$ cat src/rtl/out_uart_tx_if.sv
// Console bus between the CPU output register and the UART transmitter.
//   sys_out : CPU output register value, synchronous to the system clock
//   uart_tx : serial line, idle high
//   busy    : high while a frame is being shifted out
//   overrun : one-cycle pulse when a pending value is replaced before being sent
// master = CPU side (drives sys_out), slave = transmitter side.
interface out_uart_tx_if;
  logic [15:0] sys_out;
  logic        uart_tx;
  logic        busy;
  logic        overrun;

  modport master (
    output sys_out,
    input  uart_tx,
    input  busy,
    input  overrun
  );

  modport slave (
    input  sys_out,
    output uart_tx,
    output busy,
    output overrun
  );
endinterface

$ cat src/rtl/out_uart_tx.sv
// Serial console driver for the CPU output register.
// Every change of sys_out is sent as four uppercase ASCII hex digits followed by CR LF on an
// 8N1 line (LSB first). A single-entry overwrite buffer keeps the newest value while a frame is
// in flight; replacing an unsent value pulses overrun.
// Ports:
//   clk  : system clock, all state changes on the rising edge
//   arst : asynchronous reset, active-high
//   bus  : out_uart_tx_if.slave (sys_out in; uart_tx, busy, overrun out, all registered)
module out_uart_tx #(
  parameter int unsigned CLKS_PER_BIT = 868  // legal range 2..65535
) (
  input logic          clk,
  input logic          arst,
  out_uart_tx_if.slave bus
);

  localparam int unsigned     CntW     = (CLKS_PER_BIT > 1) ? $clog2(CLKS_PER_BIT) : 1;
  localparam logic [CntW-1:0] BaudMax  = CntW'(CLKS_PER_BIT - 1);
  localparam logic [2:0]      LastChar = 3'd5;

  typedef enum logic [1:0] {StIdle, StStart, StData, StStop} state_e;

  state_e          state_q;
  logic [15:0]     sys_q;
  logic [15:0]     pending_val_q;
  logic            pending_q;
  logic [15:0]     frame_val_q;
  logic [CntW-1:0] baud_q;
  logic [2:0]      bit_idx_q;
  logic [2:0]      char_idx_q;
  logic            tx_q;
  logic            busy_q;
  logic            overrun_q;

  logic       change;
  logic       bit_end;
  logic       consume;
  logic [2:0] next_bit;
  logic [3:0] nibble;
  logic [7:0] char_byte;

  function automatic logic [7:0] hex_ascii(input logic [3:0] n);
    return (n < 4'd10) ? (8'h30 + {4'h0, n}) : (8'h37 + {4'h0, n});
  endfunction

  always_comb begin
    change   = (bus.sys_out != sys_q);
    bit_end  = (baud_q == BaudMax);
    // The pending slot is read on this edge: either a frame starts from idle, or the last
    // stop bit of a frame ends and a back-to-back frame begins.
    consume  = pending_q && ((state_q == StIdle) ||
                             ((state_q == StStop) && bit_end && (char_idx_q == LastChar)));
    next_bit = bit_idx_q + 3'd1;

    nibble = 4'h0;
    case (char_idx_q)
      3'd0:    nibble = frame_val_q[15:12];
      3'd1:    nibble = frame_val_q[11:8];
      3'd2:    nibble = frame_val_q[7:4];
      3'd3:    nibble = frame_val_q[3:0];
      default: nibble = 4'h0;
    endcase

    char_byte = hex_ascii(nibble);
    if (char_idx_q == 3'd4) begin
      char_byte = 8'h0D;
    end else if (char_idx_q == LastChar) begin
      char_byte = 8'h0A;
    end
  end

  always_ff @(posedge clk or posedge arst) begin
    if (arst) begin
      state_q       <= StIdle;
      sys_q         <= 16'h0000;
      pending_val_q <= 16'h0000;
      pending_q     <= 1'b0;
      frame_val_q   <= 16'h0000;
      baud_q        <= '0;
      bit_idx_q     <= 3'd0;
      char_idx_q    <= 3'd0;
      tx_q          <= 1'b1;
      busy_q        <= 1'b0;
      overrun_q     <= 1'b0;
    end else begin
      sys_q     <= bus.sys_out;
      overrun_q <= 1'b0;

      // A change always wins the slot; if the slot is read on the same edge the old value goes
      // into the frame and the new one stays pending, so nothing is lost.
      if (change) begin
        pending_val_q <= bus.sys_out;
        pending_q     <= 1'b1;
        overrun_q     <= pending_q && !consume;
      end else if (consume) begin
        pending_q <= 1'b0;
      end

      if (state_q != StIdle) begin
        baud_q <= bit_end ? '0 : baud_q + CntW'(1);
      end

      unique case (state_q)
        StIdle: begin
          tx_q   <= 1'b1;
          busy_q <= 1'b0;
          baud_q <= '0;
          if (pending_q) begin
            state_q     <= StStart;
            frame_val_q <= pending_val_q;
            char_idx_q  <= 3'd0;
            tx_q        <= 1'b0;
            busy_q      <= 1'b1;
          end
        end

        StStart: begin
          if (bit_end) begin
            state_q   <= StData;
            bit_idx_q <= 3'd0;
            tx_q      <= char_byte[0];
          end
        end

        StData: begin
          if (bit_end) begin
            if (bit_idx_q == 3'd7) begin
              state_q <= StStop;
              tx_q    <= 1'b1;
            end else begin
              bit_idx_q <= next_bit;
              tx_q      <= char_byte[next_bit];
            end
          end
        end

        StStop: begin
          if (bit_end) begin
            if (char_idx_q != LastChar) begin
              state_q    <= StStart;
              char_idx_q <= char_idx_q + 3'd1;
              tx_q       <= 1'b0;
            end else if (pending_q) begin
              state_q     <= StStart;
              frame_val_q <= pending_val_q;
              char_idx_q  <= 3'd0;
              tx_q        <= 1'b0;
            end else begin
              state_q <= StIdle;
              tx_q    <= 1'b1;
              busy_q  <= 1'b0;
            end
          end
        end
      endcase
    end
  end

  assign bus.uart_tx = tx_q;
  assign bus.busy    = busy_q;
  assign bus.overrun = overrun_q;

endmodule

$ cat src/flat_wrapper.sv
// flat-port wrapper written by rule: the top's interface ports become plain ports
module out_uart_tx_flat 
#(
  parameter int unsigned CLKS_PER_BIT = 868                         
)
  (clk, arst, bus_sys_out, bus_uart_tx, bus_busy, bus_overrun);
  out_uart_tx_if bus_i ();
  input logic clk;
  input logic arst;
  input wire logic [$bits(bus_i.sys_out)-1:0] bus_sys_out;
  output wire logic [$bits(bus_i.uart_tx)-1:0] bus_uart_tx;
  output wire logic [$bits(bus_i.busy)-1:0] bus_busy;
  output wire logic [$bits(bus_i.overrun)-1:0] bus_overrun;
  assign bus_i.sys_out = bus_sys_out;
  assign bus_uart_tx = bus_i.uart_tx;
  assign bus_busy = bus_i.busy;
  assign bus_overrun = bus_i.overrun;
  out_uart_tx #(.CLKS_PER_BIT(CLKS_PER_BIT)) u_core (.clk(clk), .arst(arst), .bus(bus_i));
endmodule
$ cat config.mk
export PLATFORM = sky130hd
export DESIGN_NAME = out_uart_tx_flat
export DESIGN_NICKNAME = d
export VERILOG_FILES = /design/src/rtl/out_uart_tx_if.sv /design/src/rtl/out_uart_tx.sv /design/src/flat_wrapper.sv
export SDC_FILE = /design/constraint.sdc
export NUM_CORES = 1
export LEC_CHECK = 0
export CAP_MARGIN = 20
export CORE_AREA = 2 2 71 106
export DETAILED_ROUTE_END_ITERATION = 7
export DIE_AREA = 0 0 73 108
export PLACE_DENSITY = 0.65
export SLEW_MARGIN = 25
export SYNTH_ARGS = -nofsm -noshare
export SYNTH_HDL_FRONTEND = slang
export SYNTH_SLANG_ARGS = --single-unit
$ cat constraint.sdc
create_clock -name clk -period 3.1 [get_ports clk]
set_input_delay 0.465 -clock clk [delete_from_list [all_inputs] [get_ports clk]]
set_output_delay 0.465 -clock clk [all_outputs]
set_load 0.05 [all_outputs]
==> flow_metrics.py, run 1 <==
metrics = {
    "outcome": {
        "outcome": "finished, final reports clean",
    },
    "timing": {
        "grt_setup_unrepaired": "false",
        "fmaxAchievable_mhz": 391,
        "period_share": 0.826,
        "finalMaxSlewViolations": 0,
        "post-route-min-period_ns": 2.56,
        "finClkSkew_ns": 0.00901,
        "whs_ns": 0.480,
        "worst_pin_slew_ns": 0.665,
        "hold_viol": 0,
        "slew-limit-headroom": 0.556,
        "final-setup-viol-count": 0,
        "tns_ns": 0,
    },
    "synth": {
        "ys_seq_elements": 70,
        "synth_flop_cell": "dfrtp_1",
        "ys_types": 48,
        "synth_edf_count": 0,
        "postSynthAreaPerCell_sq_um": 11.7,
        "synth_top_area_frac": 0.512,
        "synthCells": 288,
        "synth-async-reset-ratio": 1.00,
        "synth.area.top_cells": "dfrtp_1 (51%), mux2_1 (8.0%), xor2_1 (5.2%)",
        "ys_seq_area_frac": 0.519,
        "synth.top_cells.by_count": "dfrtp_1 (69), mux2_1 (24), xor2_1 (20), nand2_1 (16), o21ai_0 (16)",
        "synth_area_sq_um": 3370,
        "yosys.area.top_type": "dfrtp_1",
        "synth_fp_nets": 319,
        "synth.most_common_cell": "dfrtp_1",
        "yosysWarnings": 0,
    },
    "worst_setup_path": {
        "worstPathMaxFanout": 10,
        "arrival_ns": 2.84,
        "start_kind": "flop",
        "crit_cells": 11,
        "crit_path_end_kind": "flop",
        "crit_slowest_cell": "dfrtp_1",
        "cpLargestDelayFamily": "compound AO/OA/AOI/OAI gates",
        "criticalPathCategory": "reg -> reg",
        "crit_chain": "inv_1 -> ha_1 -> a222oi_1 -> nor2_1 -> a21oi_1 -> ha_1 -> o211ai_1 -> and4_1 -> o2111ai_1 -> o211ai_1 -> a32o_1",
        "cpPeakStageDelay_ns": 0.40,
        "reg2reg_depth": 11,
        "crit_buf_inv": 1,
        "worstPathRequired_ns": 3.38,
    },
    "grt": {
        "grt_max_degree": 40,
        "grt_use_total": 0.189,
        "grt_pass1_wl_mm": 11.2,
        "antenna_found_initial": 0,
        "gr-total-overflow": 0,
        "grt_pass1_vias": 2367,
    },
    "floorplan": {
        "start_util": 0.489,
        "fp.dieH_microns": 108,
        "dieArea_sq_um": 7880,
        "die_w_microns": 73,
        "top_level_ports": 21,
        "row_count": 37,
        "core_area_sq_um": 6900,
    },
    "finish": {
        "drive_gt1_frac": 0.116,
        "final-seq-area_sq_um": 1750,
        "num-nets-final": 344,
        "fill_cells": 594,
        "multi_input_area_sq_um": 1500,
        "post-route-util": 0.565,
        "diodes": 0,
        "stdcell_count": 396,
        "area_delta_synth_final_pct": 15.4,
    },
    "drt": {
        "via_per_inst": 5.76,
        "avgRoutedWirePerCell_microns": 16.0,
        "via_count": 2279,
        "dr.first_iter.drc_count": 132,
        "ant_nets": 0,
        "dr.pass1.iters": 4,
        "wl_mm": 6.35,
        "drc": 0,
    },
    "power": {
        "leakagePower_nw": 1.67,
        "p_per_area_nw_per_um2": 501,
        "peakVddDrop_mv": 0.377,
        "fin_total_pwr_mw": 1.95,
    },
    "placement": {
        "hpwl_mm": 4.67,
        "placed_cells": 380,
        "portBuffers": 20,
        "place.gp.congestion": 0.855,
    },
    "clocking": {
        "cts.sinks": 70,
        "numCtsBuffers": 9,
        "path_clk_slew_ns": 0.08,
        "cts_tree": "yes",
        "cts.hold.buffers_added": 0,
        "cts_setup_buffers": 0,
        "ctsLongestPathBuffers": 2,
        "clk_latency_ns": 0.35,
        "cts_resized": 0,
        "cts_root_buf": "clkbuf_8",
        "cts-htree-levels": 3,
    },
    "flow_run": {
        "maxCapViolCount": 0,
    },
    "min_path": {
        "holdCritPathClass": "reg -> reg",
        "holdPathStages": 1,
    },
}
[final cells by class]
class / count / area share
Tap cell: 78 / 0.0251
Clock inverter: 5 / 0.0273
Timing Repair Buffer: 26 / 0.0662
Clock buffer: 11 / 0.0337
Inverter: 13 / 0.0125
Sequential cell: 70 / 0.450
Multi-Input combinational cell: 193 / 0.385
[flip-flops by register name (all words and copies together), names as in the netlist, 2 cells and up]
signal                count
u_core.char_idx_q         3
u_core.pending_val_q     16
u_core.sys_q             16
u_core.bit_idx_q          3
u_core.frame_val_q       16
u_core.baud_q            10
u_core.state_q            2
[per-layer routing]
metal / share of wire / GRT usage / vias up
li1: - / - / 1092
met1: 0.42 / 0.230 / 1118
met2: 0.50 / 0.302 / 50
met3: 0.038 / 0.0345 / 19
met4: 0.038 / 0.126 / 0
met5: 0 / 0 / -
[worst paths after layout]
path / startpoint / endpoint / slack (ns)
max reg2reg: u_core.char_idx_q[1] / u_core.bus.uart_tx / 0.54
min reg2reg: u_core.pending_val_q[14] / u_core.frame_val_q[14] / 0.48
max in group asynchronous: arst / u_core.bus.uart_tx / 1.88
min in group asynchronous: arst / u_core.state_q[1] / 0.53
min: u_core.pending_val_q[14] / u_core.frame_val_q[14] / 0.48
max: u_core.char_idx_q[1] / u_core.bus.uart_tx / 0.54
[kinds of logic (layout without fill, tap and decap cells)]
kind of cell / count (synthesis) / after routing / synth area share
fa+ha+maj: 13 / 13 / 0.0482
mux: 33 / 33 / 0.111
compound gates: 60 / 60 / 0.123
buf+inv: 25 / 55 / 0.0360
simple gates: 62 / 62 / 0.0968
xor+xnor: 25 / 25 / 0.0649
flops: 70 / 70 / 0.519
[power breakdown]
part / switching (mW) / total [mW] / internal, mW
sequential: 0.0196 / 0.964 / 0.945
combinational: 0.0506 / 0.103 / 0.0522
clock: 0.345 / 0.883 / 0.538
total: 0.415 / 1.95 / 1.53
[cells in the final DEF (no fill, tap or decap), types with 7 or more instances in the layout]
cell / n
a21oi_1: 9
dfrtp_1: 69
mux2_2: 8
mux2_1: 24
nand2_1: 16
clkdlybuf4s50_1: 20
nand3_1: 9
inv_1: 12
ha_1: 13
xor2_1: 20
o211ai_1: 7
o21ai_0: 16
nor2_1: 13
clkbuf_8: 9
[metrics by stage]
stage               setup WS [ns]  cell area (sq um)
floorplan                   0.788               3370
global placement            0.630               3660
detailed placement          0.575               3660
CTS                         0.563               3890
global route                0.267               3890
finish                      0.540               3890
[worst reg2reg max path, delay by kind of cell (launching register included)]
kind / cells / cell delay [ns]
and+or+nand+nor: 2 / 0.28
DFF: 1 / 0.40
adders and majority gates: 2 / 0.53
buffers and inverters: 1 / 0.08
AOI/OAI and AO/OA: 6 / 1.21
No activity file was read; power rests on OpenSTA's default activity.
==> run 2, diff against run 1 <==
--- a/config.mk
+++ b/config.mk
@@ -9,7 +9,7 @@
 export CORE_AREA = 2 2 71 106
 export DETAILED_ROUTE_END_ITERATION = 7
 export DIE_AREA = 0 0 73 108
-export PLACE_DENSITY = 0.65
+export PLACE_DENSITY = 0.68
 export SLEW_MARGIN = 25
 export SYNTH_ARGS = -nofsm -noshare
 export SYNTH_HDL_FRONTEND = slang
==> constraint.sdc (replaced) <==
create_clock -name clk -period 2.1 [get_ports clk]
set_input_delay 0.315 -clock clk [delete_from_list [all_inputs] [get_ports clk]]
set_output_delay 0.315 -clock clk [all_outputs]
set_load 0.05 [all_outputs]
==> run 2 against run 1 <==
  * The flow now finishes with violations (setup timing)
  * Clock power is 25% higher
  * Core utilization is 3.9 points higher
  * Maximum frequency is 13% higher
  * Routed wire length is 6.7% higher
  * Sequential share of layout area is 2.9 points lower
  * Cell count is 7.3% higher
  * Global-route usage is 0.20 points higher
  * Clock-buffer cell count is 1 lower
  * Flip-flop and latch count stayed put
  * Critical path type unchanged
  * Largest power group unchanged
  * Highest routed layer unchanged
==> flow_metrics.py, run 2 (synthesis results as in run 1) <==
metrics = {
    "outcome": {
        "outcome": "finished with violations",
        "violations": "setup timing",
    },
    "timing": {
        "worst_pin_slew_ns": 0.501,
        "final-setup-viol-count": 1,
        "slew-limit-headroom": 0.665,
        "finClkSkew_ns": 0.00718,
        "period_share": 1.08,
        "layout_setup_ws_ns": -0.165,
        "hold_viol": 0,
        "finalMaxSlewViolations": 0,
        "grt_setup_unrepaired": "true",
        "fmaxAchievable_mhz": 441,
        "post-route-min-period_ns": 2.27,
    },
    "flow_run": {
        "maxCapViolCount": 0,
    },
    "worst_setup_path": {
        "crit_slowest_cell": "dfrtp_1",
        "cpLargestDelayFamily": "compound AO/OA/AOI/OAI gates",
        "arrival_ns": 2.55,
        "crit_path_end_kind": "flop",
        "crit_buf_inv": 1,
        "start_kind": "flop",
        "crit_chain": "inv_2 -> ha_4 -> a222oi_1 -> nor2_1 -> a21oi_2 -> ha_4 -> a32o_1 -> o211ai_1 -> and4b_1 -> a32o_1",
        "criticalPathCategory": "reg -> reg",
        "worstPathMaxFanout": 4,
        "worstPathRequired_ns": 2.39,
        "cpPeakStageDelay_ns": 0.41,
    },
    "finish": {
        "area_delta_synth_final_pct": 23.4,
        "fill_cells": 557,
        "stdcell_area_sq_um": 4160,
        "num-nets-final": 373,
        "layout_commonest_cell": "dfrtp_1",
        "largestRegisters": "u_core.frame_val_q: 16 flops, u_core.pending_val_q: 16 flops, u_core.sys_q: 16 flops",
        "diodes": 0,
        "drive_gt1_frac": 0.233,
        "mostFrequentLayoutCells": "dfrtp_1 (68), buf_4 (33), mux2_1 (24)",
    },
    "power": {
        "power_frac_seq": 0.526,
        "combPwrFrac": 0.066,
        "pwr-share-clk": 0.408,
        "fin_total_pwr_mw": 2.71,
        "p_sw_frac": 0.232,
        "p_per_area_nw_per_um2": 650,
        "p_sw_uw": 629,
        "peakVddDrop_mv": 0.524,
        "p_int_mw": 2.08,
        "leakagePower_nw": 1.82,
    },
    "clocking": {
        "cts-htree-levels": 3,
        "clk_latency_ns": 0.35,
        "cts.sinks": 70,
        "ctsLongestPathBuffers": 2,
        "cts_tree": "yes",
        "numCtsBuffers": 9,
        "path_clk_slew_ns": 0.08,
        "cts_root_buf": "clkbuf_8",
    },
    "floorplan": {
        "start_util": 0.489,
        "die_w_microns": 73,
        "row_count": 37,
        "fp.dieH_microns": 108,
        "top_level_ports": 21,
        "core_area_sq_um": 6900,
        "dieArea_sq_um": 7880,
    },
    "placement": {
        "placed_area_sq_um": 3880,
        "portBuffers": 20,
        "place.gp.congestion": 0.837,
        "hpwl_mm": 4.91,
    },
    "drt": {
        "drc": 0,
        "via_count": 2386,
        "via_per_inst": 5.61,
        "avgRoutedWirePerCell_microns": 15.9,
        "dr.first_iter.drc_count": 59,
        "dr.pass1.iters": 6,
        "ant_nets": 0,
        "wl_mm": 6.77,
    },
    "min_path": {
        "holdCritPathClass": "in -> async",
    },
    "grt": {
        "grt_pass1_wl_mm": 11.6,
        "grt_max_degree": 71,
        "gr-total-overflow": 0,
        "antenna_found_initial": 0,
        "grt_pass1_vias": 2601,
        "grt_use_total": 0.191,
    },
}
-- run 2: layout make-up --
class,count,area (sq um),area share
Sequential cell,70,1750,0.421
Multi-Input combinational cell,193,1570,0.377
Timing Repair Buffer,55,488,0.117
Clock buffer,10,138,0.0331
Tap cell,78,97.6,0.0234
Clock inverter,6,67.6,0.0162
Inverter,13,48.8,0.0117
-- run 2: final timing paths --
kind | startpoint | slack, ns | depth (start not counted) | end
max in group asynchronous | arst | 1.43 | 3 | u_core.bus.uart_tx
max | u_core.char_idx_q[0] | -0.17 | 10 | u_core.bus.uart_tx
min in group clk | bus_sys_out[13] | 0.48 | 1 | u_core.sys_q[13]
min reg2reg | u_core.pending_val_q[3] | 0.48 | 1 | u_core.pending_val_q[3]
min | arst | 0.36 | 3 | u_core.sys_q[0]
max reg2reg | u_core.char_idx_q[0] | -0.17 | 10 | u_core.bus.uart_tx
-- run 2: metrics by stage --
stage           util  setup WS, ns  instances  TNS, ns  hold slack, ns
5_1_grt        0.603        -0.276        425   -0.276           0.386
6_report       0.603        -0.165        425   -0.165           0.357
2_1_floorplan      -        -0.117        288   -0.117           0.346
4_1_cts        0.600        -0.143        425   -0.143           0.362
3_3_place_gp   0.562        -0.149        406    -1.27           0.461
3_5_place_dp   0.562        -0.202        406    -1.21           0.471
-- run 2: worst reg2reg max path: cells and delay by family (launching register included) --
family | cells | cell delay, ns
AOI/OAI and AO/OA | 5 | 1.02
and+or+nand+nor | 2 | 0.30
adders and majority gates | 2 | 0.40
DFF | 1 | 0.41
buffers and inverters | 1 | 0.08
-- run 2: timing repair --
action                                  CTS  global route
resized for setup                         7             3
hold buffers                              0             0
buffers inserted                          3             0
gates cloned                              0             0
pin swaps                                 5             1
endpoints found under the setup margin    1            17
-- run 2: power groups by stage --
stage	Clock (mW)	Combinational [mW]	Sequential (mW)
after floorplan	0	0.0871	1.44
after global placement	0	0.171	1.45
after detailed placement	0	0.176	1.45
after CTS	1.14	0.182	1.42
after global routing	1.20	0.200	1.43
final	1.10	0.179	1.42
-- run 2: metal layers --
layer / vias up / track usage / routed length [microns]
li1: 1144 / - / -
met1: 1184 / 0.195 / 2680
met2: 39 / 0.349 / 3680
met3: 19 / 0.0466 / 166
met4: 0 / 0.101 / 246
met5: - / 0 / 0
==> run 3, diff against run 2 <==
--- a/config.mk
+++ b/config.mk
@@ -6,10 +6,10 @@
 export NUM_CORES = 1
 export LEC_CHECK = 0
 export CAP_MARGIN = 20
-export CORE_AREA = 2 2 71 106
+export CORE_AREA = 2 2 74 112
 export DETAILED_ROUTE_END_ITERATION = 7
-export DIE_AREA = 0 0 73 108
-export PLACE_DENSITY = 0.68
+export DIE_AREA = 0 0 76 114
+export PLACE_DENSITY = 0.74
 export SLEW_MARGIN = 25
 export SYNTH_ARGS = -nofsm -noshare
 export SYNTH_HDL_FRONTEND = slang
==> run 3 against run 2 <==
  * The run still ends with setup timing left
  * Clock skew down 0.0013 ns
  * Critical path depth up 1
  * Worst setup slack worse by 0.050 ns
  * Combinational power down 3%
  * Non-clock buffer count up 1
  * Die area up 9.9%
  * Global-route usage down 1.9 points
  * Via count up 0.50%
  * Sequential power about the same
  * Largest cell class unchanged
==> flow_metrics.py, run 3 (synthesis results as in run 1) <==
metrics = {
    "grt": {
        "gr-total-overflow": 0,
        "grt_pass1_vias": 2546,
        "grt_max_degree": 55,
        "antenna_found_initial": 0,
        "grt_use_total": 0.172,
        "grt_pass1_wl_mm": 11.8,
    },
    "drt": {
        "via_count": 2398,
        "wl_met2_mm": 3.70,
        "drc": 0,
        "avgRoutedWirePerCell_microns": 14.9,
        "wl_met3_microns": 169,
        "via_per_inst": 5.31,
        "met1Wirelength_mm": 2.65,
        "wl_mm": 6.72,
        "ant_nets": 0,
        "dr.pass1.iters": 4,
        "dr.first_iter.drc_count": 151,
        "routed.top_layer": "met4",
    },
    "timing": {
        "tns_ns": -0.216,
        "post-route-min-period_ns": 2.32,
        "period_share": 1.10,
        "layout_setup_ws_ns": -0.216,
        "finalMaxSlewViolations": 0,
        "grt_setup_unrepaired": "true",
        "worst_pin_slew_ns": 0.469,
        "finClkSkew_ns": 0.00591,
        "fmaxAchievable_mhz": 432,
        "slew-limit-headroom": 0.679,
        "hold_viol": 0,
        "final-setup-viol-count": 1,
    },
    "placement": {
        "portBuffers": 20,
        "placed_cells": 434,
        "hpwl_mm": 4.85,
        "placed_area_sq_um": 3930,
        "place.gp.congestion": 0.820,
        "pre_cts_ws_ns": -0.219,
    },
    "floorplan": {
        "die_w_microns": 76,
        "top_level_ports": 21,
        "start_util": 0.435,
        "core_area_sq_um": 7760,
        "row_count": 40,
        "dieArea_sq_um": 8660,
        "fp.dieH_microns": 114,
    },
    "clocking": {
        "cts.sinks": 70,
        "ctsLongestPathBuffers": 2,
        "cts_tree": "yes",
        "clk_latency_ns": 0.33,
        "cts_root_buf": "clkbuf_16",
        "cts-htree-levels": 3,
        "numCtsBuffers": 9,
        "path_clk_slew_ns": 0.06,
    },
    "finish": {
        "stdcell_count": 452,
        "mostFrequentLayoutCells": "dfrtp_1 (68), buf_4 (33), mux2_1 (24)",
        "num-nets-final": 374,
        "stdcell_area_sq_um": 4270,
        "largestRegisters": "u_core.frame_val_q: 16 flops, u_core.pending_val_q: 16 flops, u_core.sys_q: 16 flops",
        "diodes": 0,
        "post-route-util": 0.550,
        "layout_commonest_cell": "dfrtp_1",
        "drive_gt1_frac": 0.231,
        "area_delta_synth_final_pct": 26.5,
    },
    "outcome": {
        "outcome": "finished with violations",
        "violations": "setup timing",
    },
    "worst_setup_path": {
        "worstPathMaxFanout": 4,
        "worstReg2RegStart": "u_core.char_idx_q[0]",
        "worstPathRequired_ns": 2.35,
        "reg2reg_depth": 11,
        "rr_endpoint": "u_core.bus.uart_tx",
        "startpoint": "u_core.char_idx_q[0]",
        "reg2reg_slack_ns": -0.22,
        "start_kind": "flop",
        "criticalPathCategory": "reg -> reg",
        "arrival_ns": 2.56,
        "crit_path_end_kind": "flop",
        "worstSetupEndpoint": "u_core.bus.uart_tx",
    },
    "power": {
        "peakVddDrop_mv": 0.648,
        "p_per_area_nw_per_um2": 711,
        "leakagePower_nw": 1.86,
    },
    "flow_run": {
        "maxCapViolCount": 0,
    },
    "min_path": {
        "holdCritPathClass": "in -> async",
    },
}
-- run 3: how the worst min path moves through the flow --
stage,startpoint,slack [ns],cells past startpoint,to
3_3_place_gp,u_core.pending_val_q[12],0.46,1,u_core.frame_val_q[12]
6_report,arst,0.29,2,u_core.baud_q[7]
5_1_grt,arst,0.30,2,u_core.baud_q[2]
4_1_cts,arst,0.29,2,u_core.baud_q[2]
2_1_floorplan,bus_sys_out[0],0.35,0,u_core.sys_q[0]
3_5_place_dp,u_core.pending_val_q[7],0.47,1,u_core.pending_val_q[7]
-- run 3: cell type report --
| type | instances | area, sq um |
|---|---|---|
| Clock buffer | 11 | 233 |
| Sequential cell | 70 | 1750 |
| Timing Repair Buffer | 56 | 508 |
| Tap cell | 105 | 131 |
| Fill cell | 652 | 3490 |
| Inverter | 13 | 48.8 |
| Multi-Input combinational cell | 193 | 1550 |
| Clock inverter | 4 | 48.8 |
-- run 3: worst max-delay path, cell delays in order (launching register included) --
cell       delay, ns
dfrtp_1         0.40
inv_2           0.07
ha_4            0.17
a222oi_1        0.32
nor2_1          0.09
a21oi_2         0.14
ha_2            0.21
o211ai_1        0.08
and4_1          0.16
o2111ai_1       0.20
o211ai_1        0.14
a32o_1          0.24
-- run 3: what timing repair did --
item,4_1_cts,5_1_grt
setup endpoints to repair,1,17
hold buffers,0,0
endpoints found under the hold margin,0,0
gates resized for setup,3,6
pin swaps,3,2
setup buffers,2,1
-- run 3: stage by stage --
step | hold slack [ns] | total power [mW]
after global placement | 0.464 | 1.62
final | 0.289 | 3.04
after global routing | 0.305 | 3.16
after detailed placement | 0.474 | 1.63
after floorplan | 0.346 | 1.53
after CTS | 0.293 | 3.07
-- run 3: metal layers --
| metal | up-vias | GRT usage |
|---|---|---|
| li1 | 1149 | - |
| met1 | 1192 | 0.189 |
| met2 | 41 | 0.308 |
| met3 | 16 | 0.0411 |
| met4 | 0 | 0.0921 |
| met5 | - | 0 |
-- run 3: report_power, final --
part | switching, mW | total (mW) | internal, mW | leakage (nW)
combinational | 0.0790 | 0.174 | 0.0948 | 0.892
clock | 0.526 | 1.44 | 0.910 | 0.139
sequential | 0.0282 | 1.43 | 1.40 | 0.831
total | 0.633 | 3.04 | 2.40 | 1.86
